`src/rtl/wb_select_pipe_if.sv`:
```
// Writeback select pipe bus: retiring-instruction request, load-data
// return path, register-file write port and status outputs.
//
// Handshake: a request transfers on a rising clk edge where
// in_valid && in_ready; mem_rvalid is a single-cycle qualifier for
// mem_rdata and is only consumed while a load is pending.
interface wb_select_pipe_if #(
  parameter int XLEN = 32,
  parameter int RA_W = 5
);
  // request side
  logic            in_valid;
  logic            in_ready;
  logic [6:0]      opcode;
  logic [2:0]      funct3;
  logic [RA_W-1:0] rd;
  logic            mem_to_reg;
  logic [XLEN-1:0] pc_plus_imm;
  logic [XLEN-1:0] imm;
  logic [XLEN-1:0] pc_plus_four;
  logic [XLEN-1:0] alu_data;
  logic [1:0]      addr_lo;
  // load data return
  logic            mem_rvalid;
  logic [XLEN-1:0] mem_rdata;
  // register-file write port and status
  logic            rf_we;
  logic [RA_W-1:0] rf_waddr;
  logic [XLEN-1:0] rf_wdata;
  logic            busy;
  logic [31:0]     retire_cnt;
  logic [1:0]      state_dbg;

  modport slave (
    input  in_valid, opcode, funct3, rd, mem_to_reg,
    input  pc_plus_imm, imm, pc_plus_four, alu_data, addr_lo,
    input  mem_rvalid, mem_rdata,
    output in_ready, rf_we, rf_waddr, rf_wdata, busy, retire_cnt, state_dbg
  );

  modport master (
    output in_valid, opcode, funct3, rd, mem_to_reg,
    output pc_plus_imm, imm, pc_plus_four, alu_data, addr_lo,
    output mem_rvalid, mem_rdata,
    input  in_ready, rf_we, rf_waddr, rf_wdata, busy, retire_cnt, state_dbg
  );
endinterface

```
`src/rtl/wb_select_pipe.sv`:
```
// Writeback result selection stage. Picks the register-file write value for
// a retiring instruction (immediate, pc-relative, ALU or link address), or
// parks a load until its data returns and then aligns/extends it. Writes are
// registered and appear one cycle after the deciding edge.
module wb_select_pipe #(
  parameter int XLEN = 32,
  parameter int RA_W = 5
) (
  input logic              clk,
  input logic              rst_n,
  wb_select_pipe_if.slave  bus
);

  localparam logic [1:0] S_IDLE     = 2'd0;
  localparam logic [1:0] S_WAIT_MEM = 2'd1;
  localparam logic [1:0] S_WRITE    = 2'd2;

  localparam logic [6:0] OP_LUI    = 7'b0110111;
  localparam logic [6:0] OP_AUIPC  = 7'b0010111;
  localparam logic [6:0] OP_REG    = 7'b0110011;
  localparam logic [6:0] OP_IMM    = 7'b0010011;
  localparam logic [6:0] OP_JAL    = 7'b1101111;
  localparam logic [6:0] OP_JALR   = 7'b1100111;

  logic [1:0]      state_q, state_d;
  logic            rf_we_q;
  logic [RA_W-1:0] rf_waddr_q;
  logic [XLEN-1:0] rf_wdata_q;
  logic [31:0]     retire_cnt_q;

  // load request fields held while waiting for data
  logic [2:0]      ld_funct3_q;
  logic [RA_W-1:0] ld_rd_q;
  logic [1:0]      ld_addr_q;

  logic            accept;
  logic            capture;
  logic            wr_fire;
  logic [RA_W-1:0] wr_addr;
  logic [XLEN-1:0] wr_data;
  logic            nl_hit;
  logic [XLEN-1:0] nl_res;
  logic [31:0]     word32;
  logic [7:0]      byte_sel;
  logic [15:0]     half_sel;
  logic [XLEN-1:0] load_res;

  // A new request can only be taken when no load is outstanding.
  assign bus.in_ready   = (state_q != S_WAIT_MEM);
  assign bus.busy       = (state_q == S_WAIT_MEM);
  assign bus.state_dbg  = state_q;
  assign bus.rf_we      = rf_we_q;
  assign bus.rf_waddr   = rf_waddr_q;
  assign bus.rf_wdata   = rf_wdata_q;
  assign bus.retire_cnt = retire_cnt_q;

  assign accept = bus.in_valid && bus.in_ready;

  // Non-load result mux; opcodes outside the table produce no write.
  always_comb begin
    nl_hit = 1'b1;
    nl_res = '0;
    case (bus.opcode)
      OP_LUI:           nl_res = bus.imm;
      OP_AUIPC:         nl_res = bus.pc_plus_imm;
      OP_REG, OP_IMM:   nl_res = bus.alu_data;
      OP_JAL, OP_JALR:  nl_res = bus.pc_plus_four;
      default:          nl_hit = 1'b0;
    endcase
  end

  // Load data alignment: pick byte/half by the captured address bits and
  // extend to XLEN; word and unknown sizes pass the low 32 bits signed.
  always_comb begin
    word32   = bus.mem_rdata[31:0];
    half_sel = ld_addr_q[1] ? word32[31:16] : word32[15:0];
    case (ld_addr_q)
      2'd0:    byte_sel = word32[7:0];
      2'd1:    byte_sel = word32[15:8];
      2'd2:    byte_sel = word32[23:16];
      default: byte_sel = word32[31:24];
    endcase
    case (ld_funct3_q)
      3'b000:  load_res = XLEN'(signed'(byte_sel));
      3'b100:  load_res = XLEN'(byte_sel);
      3'b001:  load_res = XLEN'(signed'(half_sel));
      3'b101:  load_res = XLEN'(half_sel);
      default: load_res = XLEN'(signed'(word32));
    endcase
  end

  // Next-state and write decision. rd=0 never writes, whatever the source.
  always_comb begin
    state_d = state_q;
    capture = 1'b0;
    wr_fire = 1'b0;
    wr_addr = rf_waddr_q;
    wr_data = rf_wdata_q;
    case (state_q)
      S_WAIT_MEM: begin
        if (bus.mem_rvalid) begin
          state_d = S_WRITE;
          wr_fire = (ld_rd_q != '0);
          wr_addr = ld_rd_q;
          wr_data = load_res;
        end
      end
      S_IDLE, S_WRITE: begin
        if (accept) begin
          if (bus.mem_to_reg) begin
            state_d = S_WAIT_MEM;
            capture = 1'b1;
          end else begin
            state_d = S_WRITE;
            wr_fire = nl_hit && (bus.rd != '0);
            wr_addr = bus.rd;
            wr_data = nl_res;
          end
        end else begin
          state_d = S_IDLE;
        end
      end
      default: state_d = S_IDLE;
    endcase
  end

  // State, registered write port and retire counter. The counter steps on
  // the same edge that raises rf_we, so it already includes the write that
  // is visible on the port.
  always_ff @(posedge clk or negedge rst_n) begin
    if (!rst_n) begin
      state_q      <= S_IDLE;
      rf_we_q      <= 1'b0;
      rf_waddr_q   <= '0;
      rf_wdata_q   <= '0;
      retire_cnt_q <= '0;
    end else begin
      state_q <= state_d;
      rf_we_q <= wr_fire;
      if (wr_fire) begin
        rf_waddr_q   <= wr_addr;
        rf_wdata_q   <= wr_data;
        retire_cnt_q <= retire_cnt_q + 32'd1;
      end
    end
  end

  // Capture load request fields at accept; a reset drops any pending load.
  always_ff @(posedge clk or negedge rst_n) begin
    if (!rst_n) begin
      ld_funct3_q <= '0;
      ld_rd_q     <= '0;
      ld_addr_q   <= '0;
    end else if (capture) begin
      ld_funct3_q <= bus.funct3;
      ld_rd_q     <= bus.rd;
      ld_addr_q   <= bus.addr_lo;
    end
  end

endmodule

```
`src/flat_wrapper.sv`:
```
// flat-port wrapper written by rule: the top's interface ports become plain ports
module wb_select_pipe_flat 
#(
  parameter int XLEN = 32,
  parameter int RA_W = 5
)
  (clk, rst_n, bus_in_valid, bus_opcode, bus_funct3, bus_rd, bus_mem_to_reg, bus_pc_plus_imm, bus_imm, bus_pc_plus_four, bus_alu_data, bus_addr_lo, bus_mem_rvalid, bus_mem_rdata, bus_in_ready, bus_rf_we, bus_rf_waddr, bus_rf_wdata, bus_busy, bus_retire_cnt, bus_state_dbg);
  wb_select_pipe_if #(.XLEN(XLEN), .RA_W(RA_W)) bus_i ();
  input logic clk;
  input logic rst_n;
  input wire logic [$bits(bus_i.in_valid)-1:0] bus_in_valid;
  input wire logic [$bits(bus_i.opcode)-1:0] bus_opcode;
  input wire logic [$bits(bus_i.funct3)-1:0] bus_funct3;
  input wire logic [$bits(bus_i.rd)-1:0] bus_rd;
  input wire logic [$bits(bus_i.mem_to_reg)-1:0] bus_mem_to_reg;
  input wire logic [$bits(bus_i.pc_plus_imm)-1:0] bus_pc_plus_imm;
  input wire logic [$bits(bus_i.imm)-1:0] bus_imm;
  input wire logic [$bits(bus_i.pc_plus_four)-1:0] bus_pc_plus_four;
  input wire logic [$bits(bus_i.alu_data)-1:0] bus_alu_data;
  input wire logic [$bits(bus_i.addr_lo)-1:0] bus_addr_lo;
  input wire logic [$bits(bus_i.mem_rvalid)-1:0] bus_mem_rvalid;
  input wire logic [$bits(bus_i.mem_rdata)-1:0] bus_mem_rdata;
  output wire logic [$bits(bus_i.in_ready)-1:0] bus_in_ready;
  output wire logic [$bits(bus_i.rf_we)-1:0] bus_rf_we;
  output wire logic [$bits(bus_i.rf_waddr)-1:0] bus_rf_waddr;
  output wire logic [$bits(bus_i.rf_wdata)-1:0] bus_rf_wdata;
  output wire logic [$bits(bus_i.busy)-1:0] bus_busy;
  output wire logic [$bits(bus_i.retire_cnt)-1:0] bus_retire_cnt;
  output wire logic [$bits(bus_i.state_dbg)-1:0] bus_state_dbg;
  assign bus_i.in_valid = bus_in_valid;
  assign bus_i.opcode = bus_opcode;
  assign bus_i.funct3 = bus_funct3;
  assign bus_i.rd = bus_rd;
  assign bus_i.mem_to_reg = bus_mem_to_reg;
  assign bus_i.pc_plus_imm = bus_pc_plus_imm;
  assign bus_i.imm = bus_imm;
  assign bus_i.pc_plus_four = bus_pc_plus_four;
  assign bus_i.alu_data = bus_alu_data;
  assign bus_i.addr_lo = bus_addr_lo;
  assign bus_i.mem_rvalid = bus_mem_rvalid;
  assign bus_i.mem_rdata = bus_mem_rdata;
  assign bus_in_ready = bus_i.in_ready;
  assign bus_rf_we = bus_i.rf_we;
  assign bus_rf_waddr = bus_i.rf_waddr;
  assign bus_rf_wdata = bus_i.rf_wdata;
  assign bus_busy = bus_i.busy;
  assign bus_retire_cnt = bus_i.retire_cnt;
  assign bus_state_dbg = bus_i.state_dbg;
  wb_select_pipe #(.XLEN(XLEN), .RA_W(RA_W)) u_core (.clk(clk), .rst_n(rst_n), .bus(bus_i));
endmodule
```
`config.mk`:
```
export PLATFORM = sky130hd
export DESIGN_NAME = wb_select_pipe_flat
export DESIGN_NICKNAME = d
export VERILOG_FILES = /design/src/rtl/wb_select_pipe_if.sv /design/src/rtl/wb_select_pipe.sv /design/src/flat_wrapper.sv
export SDC_FILE = /design/constraint.sdc
export NUM_CORES = 1
export LEC_CHECK = 0
export CORE_AREA = 5 5 129 131
export DETAILED_ROUTE_END_ITERATION = 8
export DIE_AREA = 0 0 134 136
export GPL_TIMING_DRIVEN = 0
export MAX_ROUTING_LAYER = met4
export PLACE_DENSITY = 0.72
export SYNTH_ARGS = -nofsm -noshare
export SYNTH_HDL_FRONTEND = slang
export SYNTH_SLANG_ARGS = --single-unit
```
`constraint.sdc`:
```
create_clock -name clk -period 3.8 [get_ports clk]
set_input_delay 0.57 -clock clk [delete_from_list [all_inputs] [get_ports clk]]
set_output_delay 0.57 -clock clk [all_outputs]
set_load 0.1 [all_outputs]
```
==> impl_metrics.tcl <==
set metrics [dict create \
    status "finished clean" \
    placementRows 46 \
    leakagePower_nw 3.34 \
    cts_setup_buffers 0 \
    setup_ws_ps 1080 \
    hold_viol 0 \
    dp_hpwl_um 16600 \
    setup_viol 0 \
    die_w_um 134 \
    first_global_vias 5758 \
    ios 256 \
    holdWs_ps 118 \
    relSlewSlack 0.146 \
    path_clk_slew_ps 60 \
    cp_max_fo 6 \
    worstPathCellList "nand2b_1 -> clkinvlp_4 -> clkdlybuf4s50_1" \
    cts_buffer_depth 2 \
    fin_crit_sh 0.716 \
    place_area_um2 8040 \
    min_path_type "in2async" \
    fin_area_um2 8350 \
    synthToLayoutAreaGrowth_pct 59.8 \
    cp-end-kind "output port" \
    final_nets 1015 \
    antenna_found_initial 0 \
    drtIter0Drc 274 \
    cts_tree "yes" \
    slowest_delay_ps 1130 \
    num_antenna_cells 0 \
    yosysWarnings 0 \
    cts_made_buffers 9 \
    coreArea_um2 15500 \
    arrival_ps 2150 \
    drt_wl_total_um 20400 \
    start_util 0.337 \
    die_y_um 136 \
    post-route-util 0.539 \
    via_per_inst 5.44 \
    synth_seq_area_share 0.393 \
    tightestPinTransition_ps 1270 \
    synth_top_area_frac 0.393 \
    ys_types 44 \
    cts_root_buf "clkbuf_16" \
    dieArea_um2 18200 \
    antenna_left 0 \
    clock_sinks 82 \
    final_common_cell "clkdlybuf4s50_1" \
    worst_path_max_delay_cell "clkdlybuf4s50_1" \
    cts_hold_buf 0 \
    htree_levels 3 \
    nFillCells 1454 \
    syn_inst 566 \
    synth_area_leaders "dfrtp_1 39%, a221o_1 7.5%, mux2i_1 7.5%, xnor2_1 4.9%, nor2_1 4.0%" \
    grt_pass1_wl_um 31000 \
    gp_congestion 0.877 \
    pre_cts_slack_ps 771 \
    cp-start-kind "flop" \
    avgSynthCellArea_um2 9.23 \
    syn_nets 749 \
    maxSlewViolCount 0 \
    p_per_area_nw_per_um2 590 \
    portBuffers 254 \
    drt_pass1_iterations 5 \
    ys_seq_elements 82 \
    cap_violations 0 \
    crit_type "reg2out" \
    max_freq_mhz 368 \
    grt_max_degree 63 \
    fin_crit_ps 2720 \
    worstPathRequired_ps 3230 \
    num_vias 5597 \
    drive_gt1_frac 0.0705 \
    reg2reg_depth 5 \
    cts_resized 0 \
    p_total_mw 4.92 \
    syn-cell-area_um2 5220 \
    peakVddDrop_uv 742 \
    yosysTopAreaCell "dfrtp_1" \
    grt_overflow 0 \
    skew_ps 8.55 \
    final_cell_mix "253 x clkdlybuf4s50_1, 82 x dfrtp_1, 55 x nor2_1, 39 x mux2i_1, 39 x a221o_1" \
    rsz0062_at_grt "no" \
    wl_per_cell_um 19.8 \
    grt_use_total 0.225 \
    drc 0 \
    insertion_delay_ps 330 \
]
[power by group]
group / switching [mW] / leakage (nW) / internal (mW)
clock network: 0.355 / 0.144 / 0.547
registers: 0.151 / 1.03 / 1.09
logic: 2.01 / 2.17 / 0.768
total: 2.52 / 3.34 / 2.40
[Yosys cell counts (all sizes together)]
cell and n:
a21o 2, nor2b 8, nand2 34, or4 2, nand4 16, nor2 55, o221ai 5, nor3 35
and4b 1, inv 9, a2111oi 2, clkbuf 23, dfrtp 82, nand3 13, and2 2, nor4 3
a211oi 7, o21ai 13, ha 1, a22oi 18, nand2b 4, mux2 14, nor4b 1, buf 27
and3 8, nor3b 1, a211o 16, a31oi 19, and4 2, nand3b 1, or3b 1, mux2i 39
a221o 39, o22ai 3, xor2 2, a21oi 27, nand4b 2, xnor2 29
[layout make-up]
class	count	area (um^2)	share of cell area
inverter	9	37.5	0.00450
timing repair buffer	255	2570	0.308
sequential	82	2050	0.246
tap	192	240	0.0288
clock inverter	5	61.3	0.00734
clock buffer	11	253	0.0303
multi-input combinational	425	2920	0.350
buffer	50	219	0.0262
[kinds of logic (layout without fill, tap and decap cells)]
logic type / after synthesis / after routing / share of synthesized area
fa+ha+maj: 1 / 1 / 0.00239
buf+inv: 59 / 330 / 0.0484
mux: 53 / 53 / 0.105
xor+xnor: 31 / 31 / 0.0520
simple gates: 189 / 189 / 0.180
flops: 82 / 82 / 0.393
compound gates: 151 / 151 / 0.219
[state kept, by name (all words and copies together) (netlist names)]
register,flops
u_core.bus.rf_we,1
u_core.bus.state_dbg,2
u_core.ld_addr_q,2
u_core.bus.rf_waddr,5
u_core.bus.rf_wdata,32
u_core.ld_rd_q,5
u_core.ld_funct3_q,3
u_core.bus.retire_cnt,32
[worst max-delay path, delay by kind of cell, from the launching register on]
kind	cells	cell delay, ps
and+or+nand+nor	1	150
buffers and inverters	2	1240
DFF	1	420
[metrics by stage]
step | std cells | setup TNS (ps)
final | 1029 | 0
after CTS | 1029 | 0
after global placement | 1012 | -72650
after global routing | 1029 | 0
after floorplan | 566 | 0
after detailed placement | 1013 | 0
[layer usage]
metal | track usage | part of all wire
met4 | 0.0560 | 0.017
met1 | 0.268 | 0.41
met2 | 0.378 | 0.50
met3 | 0.0625 | 0.074
met5 | - | 0
[final timing paths]
check / end / startpoint / slack [ps]
worst max-delay path: bus_busy / u_core.bus.state_dbg[0]$_DFFE_PN0N_ / 1080
worst min-delay path: u_core.bus.retire_cnt[0]$_DFFE_PN0P_ / rst_n / 120
worst max register to register: u_core.bus.retire_cnt[28]$_DFFE_PN0P_ / u_core.bus.retire_cnt[0]$_DFFE_PN0P_ / 1410
worst min register to register: u_core.bus.retire_cnt[31]$_DFFE_PN0P_ / u_core.bus.retire_cnt[31]$_DFFE_PN0P_ / 470
max in group asynchronous: u_core.bus.rf_wdata[28]$_DFFE_PN0P_ / rst_n / 3080
min in group clk: u_core.bus.retire_cnt[31]$_DFFE_PN0P_ / u_core.bus.retire_cnt[31]$_DFFE_PN0P_ / 470
Note: power is estimated with default switching activity, not from simulation.
